$ cat config.mk
export PLATFORM = sky130hd
export DESIGN_NAME = atm_card_auth
export DESIGN_NICKNAME = d
export VERILOG_FILES = /design/src/rtl/atm_card_auth.sv
export SDC_FILE = /design/constraint.sdc
export NUM_CORES = 1
export LEC_CHECK = 0
export BUFFER_PORTS_ARGS = -buffer_cell sky130_fd_sc_hd__buf_4
export CELL_PAD_IN_SITES_DETAIL_PLACEMENT = 0
export CELL_PAD_IN_SITES_GLOBAL_PLACEMENT = 1
export CORE_AREA = 2 2 139 114
export DETAILED_ROUTE_END_ITERATION = 8
export DIE_AREA = 0 0 141 116
export MAX_ROUTING_LAYER = met4
export PLACE_DENSITY = 0.77
export SLEW_MARGIN = 20
export SYNTH_ARGS = -nofsm -noshare
export SYNTH_HDL_FRONTEND = slang
export SYNTH_SLANG_ARGS = --single-unit
$ cat constraint.sdc
create_clock -name clk -period 6.92 [get_ports clk]
set_clock_uncertainty 0.2 [all_clocks]
set_input_delay 0.346 -clock clk [delete_from_list [all_inputs] [get_ports clk]]
set_output_delay 0.346 -clock clk [all_outputs]
set_load 0.005 [all_outputs]
$ cat src/rtl/atm_card_auth.sv
// Card and PIN authentication front end: account table, serial PIN capture and check,
// lockout after repeated failures, and balance write-back when the session ends.
module atm_card_auth #(
    parameter int unsigned balance_width = 20,
    parameter int unsigned num_accounts  = 4,
    parameter int unsigned id_width      = 2,
    parameter int unsigned pin_digits    = 4,
    parameter int unsigned max_tries     = 3
) (
    input  logic                     clk,
    input  logic                     rst,
    input  logic                     card_in,
    input  logic [id_width-1:0]      card_id,
    input  logic                     digit_valid,
    input  logic [3:0]               digit,
    input  logic                     pin_enter,
    input  logic                     timeout,
    input  logic                     card_out,
    input  logic [balance_width-1:0] new_balance,
    output logic                     psw_en,
    output logic [balance_width-1:0] current_balance,
    output logic                     wrong_psw,
    output logic                     pin_ok,
    output logic                     card_reject,
    output logic                     busy
);
    localparam int unsigned try_width = $clog2(max_tries + 1);
    localparam int unsigned cnt_width = $clog2(pin_digits + 1);
    localparam int unsigned pin_width = 4 * pin_digits;
    localparam logic [try_width-1:0] try_max = try_width'(max_tries);
    localparam logic [cnt_width-1:0] cnt_max = cnt_width'(pin_digits);

    typedef enum logic [2:0] {StIdle, StCollect, StCheck, StSession, StWriteback} state_e;

    state_e                   state_q, state_d;
    logic [id_width-1:0]      id_q, id_d;
    logic [pin_width-1:0]     pin_buf_q, pin_buf_d;
    logic [cnt_width-1:0]     cnt_q, cnt_d;
    logic [balance_width-1:0] balance_q [num_accounts];
    logic [balance_width-1:0] balance_d [num_accounts];
    logic [try_width-1:0]     tries_q [num_accounts];
    logic [try_width-1:0]     tries_d [num_accounts];
    logic [num_accounts-1:0]  lock_q, lock_d;
    logic [balance_width-1:0] cur_bal_d;
    logic                     psw_en_d, wrong_psw_d, pin_ok_d, card_reject_d, busy_d;
    logic                     id_ok;

    // Stored PIN of entry k is every digit equal to (k+1) mod 10.
    function automatic logic [pin_width-1:0] stored_pin(input logic [id_width-1:0] id);
        logic [3:0] d;
        d = 4'((32'(id) + 32'd1) % 32'd10);
        return {pin_digits{d}};
    endfunction

    assign id_ok = (32'(card_id) < num_accounts);

    always_comb begin
        state_d       = state_q;
        id_d          = id_q;
        pin_buf_d     = pin_buf_q;
        cnt_d         = cnt_q;
        balance_d     = balance_q;
        tries_d       = tries_q;
        lock_d        = lock_q;
        cur_bal_d     = current_balance;
        psw_en_d      = 1'b0;
        wrong_psw_d   = 1'b0;
        pin_ok_d      = 1'b0;
        card_reject_d = 1'b0;

        unique case (state_q)
            StIdle: begin
                // The IDLE cycle straight after a session still reports busy and ignores cards.
                if (card_in && !busy) begin
                    if (!id_ok || lock_q[card_id]) begin
                        card_reject_d = 1'b1;
                    end else begin
                        id_d      = card_id;
                        cur_bal_d = balance_q[card_id];
                        psw_en_d  = 1'b1;
                        pin_buf_d = '0;
                        cnt_d     = '0;
                        state_d   = StCollect;
                    end
                end
            end
            StCollect: begin
                if (timeout) begin
                    state_d = StIdle;
                end else begin
                    if (digit_valid && digit <= 4'd9 && cnt_q < cnt_max) begin
                        pin_buf_d = {pin_buf_q[pin_width-5:0], digit};
                        cnt_d     = cnt_q + 1'b1;
                    end
                    if (pin_enter) begin
                        state_d = StCheck;
                    end
                end
            end
            StCheck: begin
                if (timeout) begin
                    state_d = StIdle;
                end else if (cnt_q == cnt_max && pin_buf_q == stored_pin(id_q)) begin
                    pin_ok_d      = 1'b1;
                    tries_d[id_q] = '0;
                    state_d       = StSession;
                end else begin
                    wrong_psw_d = 1'b1;
                    if (tries_q[id_q] + 1'b1 == try_max) begin
                        lock_d[id_q]  = 1'b1;
                        tries_d[id_q] = '0;
                        state_d       = StIdle;
                    end else begin
                        tries_d[id_q] = tries_q[id_q] + 1'b1;
                        pin_buf_d     = '0;
                        cnt_d         = '0;
                        state_d       = StCollect;
                    end
                end
            end
            StSession: begin
                if (card_out || timeout) begin
                    state_d = StWriteback;
                end
            end
            StWriteback: begin
                balance_d[id_q] = new_balance;
                state_d         = StIdle;
            end
            default: state_d = StIdle;
        endcase

        busy_d = (state_d != StIdle) || (state_q != StIdle);
    end

    always_ff @(posedge clk or negedge rst) begin
        if (!rst) begin
            state_q         <= StIdle;
            id_q            <= '0;
            pin_buf_q       <= '0;
            cnt_q           <= '0;
            lock_q          <= '0;
            current_balance <= '0;
            psw_en          <= 1'b0;
            wrong_psw       <= 1'b0;
            pin_ok          <= 1'b0;
            card_reject     <= 1'b0;
            busy            <= 1'b0;
            for (int k = 0; k < int'(num_accounts); k++) begin
                balance_q[k] <= balance_width'(1000);
                tries_q[k]   <= '0;
            end
        end else begin
            state_q         <= state_d;
            id_q            <= id_d;
            pin_buf_q       <= pin_buf_d;
            cnt_q           <= cnt_d;
            lock_q          <= lock_d;
            balance_q       <= balance_d;
            tries_q         <= tries_d;
            current_balance <= cur_bal_d;
            psw_en          <= psw_en_d;
            wrong_psw       <= wrong_psw_d;
            pin_ok          <= pin_ok_d;
            card_reject     <= card_reject_d;
            busy            <= busy_d;
        end
    end

endmodule

==> flow_summary.json, run 1 <==
{
  "status": "finished clean",
  "ys.flop_type": "dfrtp_1",
  "core_um2": 14900,
  "hold_path_class": "in -> reg",
  "async_flop_share_pct": 100,
  "layout-drive-gt1-share_pct": 47.8,
  "syn-num-nets": 478,
  "synthDistinctLibCells": 45,
  "fin_crit_sh_pct": 44.5,
  "start_util_pct": 42.4,
  "yosysWarningCount": 0,
  "cts_sinks": 141,
  "port_buffers": 57,
  "power.switching_w": 0.000768,
  "p_leak_nw": 3.67,
  "met2_usage_pct": 27.5,
  "crit_fanout": 19,
  "cts_resized": 0,
  "grt_use_met3_pct": 4.92,
  "clock_path_buffers": 2,
  "pwr-share-seq_pct": 42.0,
  "n_antenna_cell": 0,
  "syn_area_um2": 6310,
  "avgSynthCellArea_um2": 14.4,
  "tightest_slew_ns": 0.812,
  "ys_ff_latch": 141,
  "route.detailed.drc": 0,
  "finalSetupTns_ns": 0,
  "hold_viol_final": 0,
  "place_congestion": 0.790,
  "cts_max_level": 4,
  "ios": 58,
  "grt_first_pass_wirelength_mm": 21.2,
  "grtUsageTotal_pct": 17.3,
  "synth_edf_count": 0,
  "first_pass_iters": 4,
  "p_per_area_nw_per_um2": 364,
  "antenna_found_initial": 0,
  "synth.largest_area_cell": "dfrtp_1",
  "synth_cells": 438,
  "rows": 40,
  "die_x_um": 141,
  "synthTopCellsByArea": "dfrtp_1, mux2_2, dfstp_2",
  "chipHeight_um": 116,
  "path_class": "reg -> reg",
  "arrival_ns": 3.21,
  "path_clk_slew_ns": 0.06,
  "seq_area_frac_synth_pct": 56.4,
  "syn2layout_area_growth_pct": 23.8,
  "end_kind": "flip-flop",
  "tritoncts": "yes",
  "dp_hpwl_mm": 8.05,
  "wire_per_inst_um": 17.5,
  "post_drt_via_cell_ratio": 5.20,
  "p_comb_share_pct": 24.1,
  "p_int_w": 0.00207,
  "slew_viol_final": 0,
  "vias": 3771,
  "p_total_w": 0.00284,
  "final_cell_mix": "dfrtp_1, mux2_2, buf_4",
  "cts_setup_buffers": 0,
  "final_common_cell": "dfrtp_1",
  "pwr-share-clk_pct": 33.9,
  "grt_pass1_vias": 4073,
  "postRouteAntennaNets": 0,
  "drt-initial-drc-count": 148,
  "ir_worst_vdd_v": 0.000195,
  "grt_max_degree": 89,
  "final_nets": 563,
  "numCtsBuffers": 17,
  "startpoint_type": "flip-flop",
  "use_met1_pct": 22.3,
  "max_freq_ghz": 0.325,
  "grt.overflow.total": 0,
  "wirelength_mm": 12.7,
  "r2r_setup_slack_ns": 3.84,
  "grt.busiest_layer": "met2",
  "cts-root-buf": "clkbuf_16",
  "period_needed_ns": 3.08,
  "drv_cap": 0,
  "required_ns": 7.05,
  "setup_viol": 0,
  "synth_top_area_share_pct": 46.4,
  "rsz0062_at_grt": "false",
  "fp.dieArea_um2": 16400,
  "clkLatencyLatePin_ns": 0.41,
  "p_sw_share_pct": 27.0,
  "slew_headroom_pct": 45.8
}
[synth_stat cells (2+ instances only)]
cell type and count:
dfrtp_1 117, mux2_2 103, nand2_1 36, dfstp_2 24, inv_1 24, mux4_2 22, mux2i_1 18, clkbuf_1 16
ha_1 7, nor2_1 7, o21ai_0 7, a21o_1 4, and3_1 4, nor3b_1 4, o41ai_1 4, nor3_1 3
o22ai_1 3, and2b_2 2, buf_2 2, buf_6 2, clkbuf_8 2, nand4_1 2, nor4_1 2, xnor2_1 2
[per-layer routing]
metal	share of wire, %	up-vias
met1	46	1966
met3	3.1	7
li1	-	1745
met4	0.87	0
met2	50	53
met5	0	-
[critical path, cell delays in order, from the launching register on]
cell and delay [ns]:
dfrtp_1 0.52, mux4_2 0.54, ha_1 0.29, o21ai_0 0.16, or2b_2 0.30, a21o_2 0.23
a221oi_2 0.17, buf_4 0.34, mux2i_1 0.24
[power groups by stage]
stage | clock network [W] | logic (W) | registers, W
after global placement | 0 | 0.000661 | 0.00119
after floorplan | 0 | 0.000484 | 0.00117
after detailed placement | 0 | 0.000681 | 0.00120
after CTS | 0.000984 | 0.000697 | 0.00119
final | 0.000964 | 0.000685 | 0.00119
after global routing | 0.00103 | 0.000753 | 0.00122
[final cells by class]
class / instances / area, µm²
flip-flops and latches: 141 / 3560
well taps: 189 / 236
inverters: 24 / 90.1
repair buffers: 90 / 748
clock buffers: 26 / 586
multi-input cells: 249 / 2530
clock inverters: 6 / 65.1
fillers: 1216 / 7050
[what timing repair did]
action	CTS	global route
endpoints found under the setup margin	0	0
hold buffers	26	0
endpoints found under the hold margin	120	0
[path summary, 6_finish.rpt]
path,depth (start not counted),start,endpoint
max,8,id_q[0]$_DFFE_PN0P_,cnt_q[1]$_DFFE_PN0P_
min,2,pin_enter,state_q[1]$_DFF_PN0_
max reg2reg,8,id_q[0]$_DFFE_PN0P_,cnt_q[1]$_DFFE_PN0P_
min reg2reg,1,lock_q[0]$_DFFE_PN0P_,lock_q[0]$_DFFE_PN0P_
max in group asynchronous,3,rst,balance_q[36]$_DFFE_PN0P_
min in group asynchronous,2,rst,balance_q[52]$_DFFE_PN0P_
[flip-flops by register name (all words and copies together) (netlist names)]
signal and flops:
balance_q 80, current_balance 20, pin_buf_q 16, tries_q 8
lock_q 4, cnt_q 3, state_q 3, id_q 2
busy 1, card_reject 1, pin_ok 1, psw_en 1
wrong_psw 1
[cell families after synthesis]
kind of cell / Yosys count / synth area share, %
flip-flops: 141 / 56.4
adder cells (fa/ha/maj): 7 / 1.39
AO/OA/AOI/OAI: 25 / 3.17
buffers and inverters: 48 / 3.77
XOR/XNOR: 2 / 0.278
multiplexers: 143 / 29.1
AND/OR/NAND/NOR: 72 / 5.89
[metrics by stage]
stage	instances	worst slack [ns]	cell area, µm²	util, %	hold slack (ns)
after CTS	725	3.84	7810	52.5	0.0213
after global routing	725	3.61	7810	52.5	0.0477
after global placement	667	3.94	6890	46.3	0.123
after detailed placement	667	3.86	6900	46.4	0.130
after floorplan	438	4.09	6310	-	-0.150
final	725	3.84	7810	52.5	0.0338
Note: power is estimated with default switching activity, not from simulation.
==> inputs of run 2 (changes only) <==
clock period = 3.2 ns   (was 6.92 ns; I/O delays follow)
==> flow_summary.json, run 2 (same netlist as run 1, synthesis figures left out) <==
{
  "status": "finished clean",
  "first_pass_iters": 4,
  "p_leak_nw": 3.71,
  "antenna_found_initial": 0,
  "port_buffers": 57,
  "place_congestion": 0.784,
  "cts-root-buf": "clkbuf_16",
  "worst-path-buf-inv": 2,
  "start_util_pct": 42.4,
  "tightest_slew_ns": 0.860,
  "path_clk_slew_ns": 0.05,
  "drv_cap": 0,
  "syn2layout_area_growth_pct": 25.1,
  "ios": 58,
  "end_kind": "flip-flop",
  "cts_sinks": 141,
  "grt_pass1_vias": 4151,
  "startpoint_type": "flip-flop",
  "critPathTopFamily": "compound AO/OA/AOI/OAI gates",
  "crit_path_top_delay_cell": "dlygate4sd3_1",
  "max_freq_ghz": 0.334,
  "crit_fanout": 6,
  "post_drt_via_cell_ratio": 5.19,
  "grt_first_pass_wirelength_mm": 21.9,
  "wire_per_inst_um": 17.6,
  "chipHeight_um": 116,
  "top_regs": "balance_q (80), current_balance (20), pin_buf_q (16)",
  "stdcell_count": 737,
  "postRouteAntennaNets": 0,
  "final_common_cell": "dfrtp_1",
  "dpl.cell_count": 673,
  "tritoncts": "yes",
  "vias": 3827,
  "grtUsageTotal_pct": 18.1,
  "drt-initial-drc-count": 210,
  "numCtsBuffers": 17,
  "worstPathCellList": "inv_1, ha_1, nor4_1, o22ai_1, a2111oi_4, and2_2, a311o_1, dlygate4sd3_1",
  "finalSetupTns_ns": 0,
  "n_antenna_cell": 0,
  "wirelength_mm": 13.0,
  "ir_worst_vdd_v": 0.000519,
  "multi_input_area_um2": 2520,
  "cts_setup_buffers": 0,
  "largest_reg_flops": 80,
  "cts_max_level": 4,
  "regArea_um2": 3560,
  "p_per_area_nw_per_um2": 770,
  "rows": 40,
  "layout-drive-gt1-share_pct": 47.3,
  "hold_viol_final": 0,
  "hold_path_class": "in -> reg",
  "grt_max_degree": 91,
  "path_class": "reg -> reg",
  "critPathMaxStageDelay_ns": 0.54,
  "final_cell_mix": "dfrtp_1, mux2_2, buf_4",
  "rsz0062_at_grt": "false",
  "clkLatencyLatePin_ns": 0.41,
  "clock_path_buffers": 2,
  "slew_headroom_pct": 42.7,
  "dp_hpwl_mm": 8.25,
  "period_needed_ns": 3.00,
  "regMostFlops": "balance_q",
  "final_nets": 575,
  "die_x_um": 141,
  "grt.overflow.total": 0,
  "n_fill_cell": 1236,
  "fp.dieArea_um2": 16400,
  "postLayoutCoreUtil_pct": 53.1,
  "arrival_ns": 3.15,
  "required_ns": 3.35,
  "fin_crit_sh_pct": 93.7,
  "setup_viol": 0,
  "slew_viol_final": 0,
  "route.detailed.drc": 0,
  "core_um2": 14900
}
-- run 2: repair_timing --
| item | 4_1_cts | 5_1_grt |
|---|---|---|
| endpoints found under the setup margin | 0 | 1 |
| hold endpoints to repair | 173 | 0 |
| resized for setup | 0 | 1 |
| hold buffers | 32 | 0 |
-- run 2: layer usage --
metal / vias up / part of all wire (%) / track usage (%)
met5: - / 0 / -
met4: 0 / 1.1 / 5.87
met3: 11 / 3.5 / 4.55
met2: 60 / 49 / 28.6
met1: 2002 / 46 / 23.3
li1: 1754 / - / -
-- run 2: path summary, 6_finish.rpt --
| check | depth (start not counted) | start | slack [ns] | endpoint |
|---|---|---|---|---|
| hold reg to reg | 1 | lock_q[0]$_DFFE_PN0P_ | 0.26 | lock_q[0]$_DFFE_PN0P_ |
| max in group asynchronous | 3 | rst | 1.78 | balance_q[65]$_DFFE_PN1P_ |
| setup / recovery | 8 | id_q[1]$_DFFE_PN0P_ | 0.20 | state_q[1]$_DFF_PN0_ |
| setup reg to reg | 8 | id_q[1]$_DFFE_PN0P_ | 0.20 | state_q[1]$_DFF_PN0_ |
| hold / removal | 4 | card_in | 0.05 | card_reject$_DFF_PN0_ |
| min in group asynchronous | 2 | rst | 0.18 | balance_q[16]$_DFFE_PN0P_ |
-- run 2: worst min-delay path: stages --
cell	delay (ns)
buf_4	0.07
and2b_2	0.17
nand2_1	0.08
nor2_1	0.13
-- run 2: layout make-up --
class,count,area share (%)
clock buffer,25,6.02
clock inverter,7,1.44
inverter,24,1.14
multi-input combinational,249,31.9
sequential,141,45.1
tap,189,3.00
timing repair buffer,102,11.4
-- run 2: power by group --
part | switching (W) | internal [W]
Combinational | 0.000645 | 0.000878
Sequential | 0.000291 | 0.00229
Clock | 0.000708 | 0.00126
Total | 0.00164 | 0.00444
-- run 2: through the flow --
| stage | area [µm²] | setup WS (ns) | hold WS, ns | total power, W |
|---|---|---|---|---|
| 4_1_cts | 7890 | 0.120 | 0.0520 | 0.00614 |
| 2_1_floorplan | 6310 | 0.373 | -0.336 | 0.00357 |
| 5_1_grt | 7900 | 0.0747 | 0.0572 | 0.00642 |
| 6_report | 7900 | 0.203 | 0.0475 | 0.00608 |
| 3_5_place_dp | 6980 | 0.278 | 0.101 | 0.00411 |
| 3_3_place_gp | 6980 | 0.354 | 0.0890 | 0.00404 |
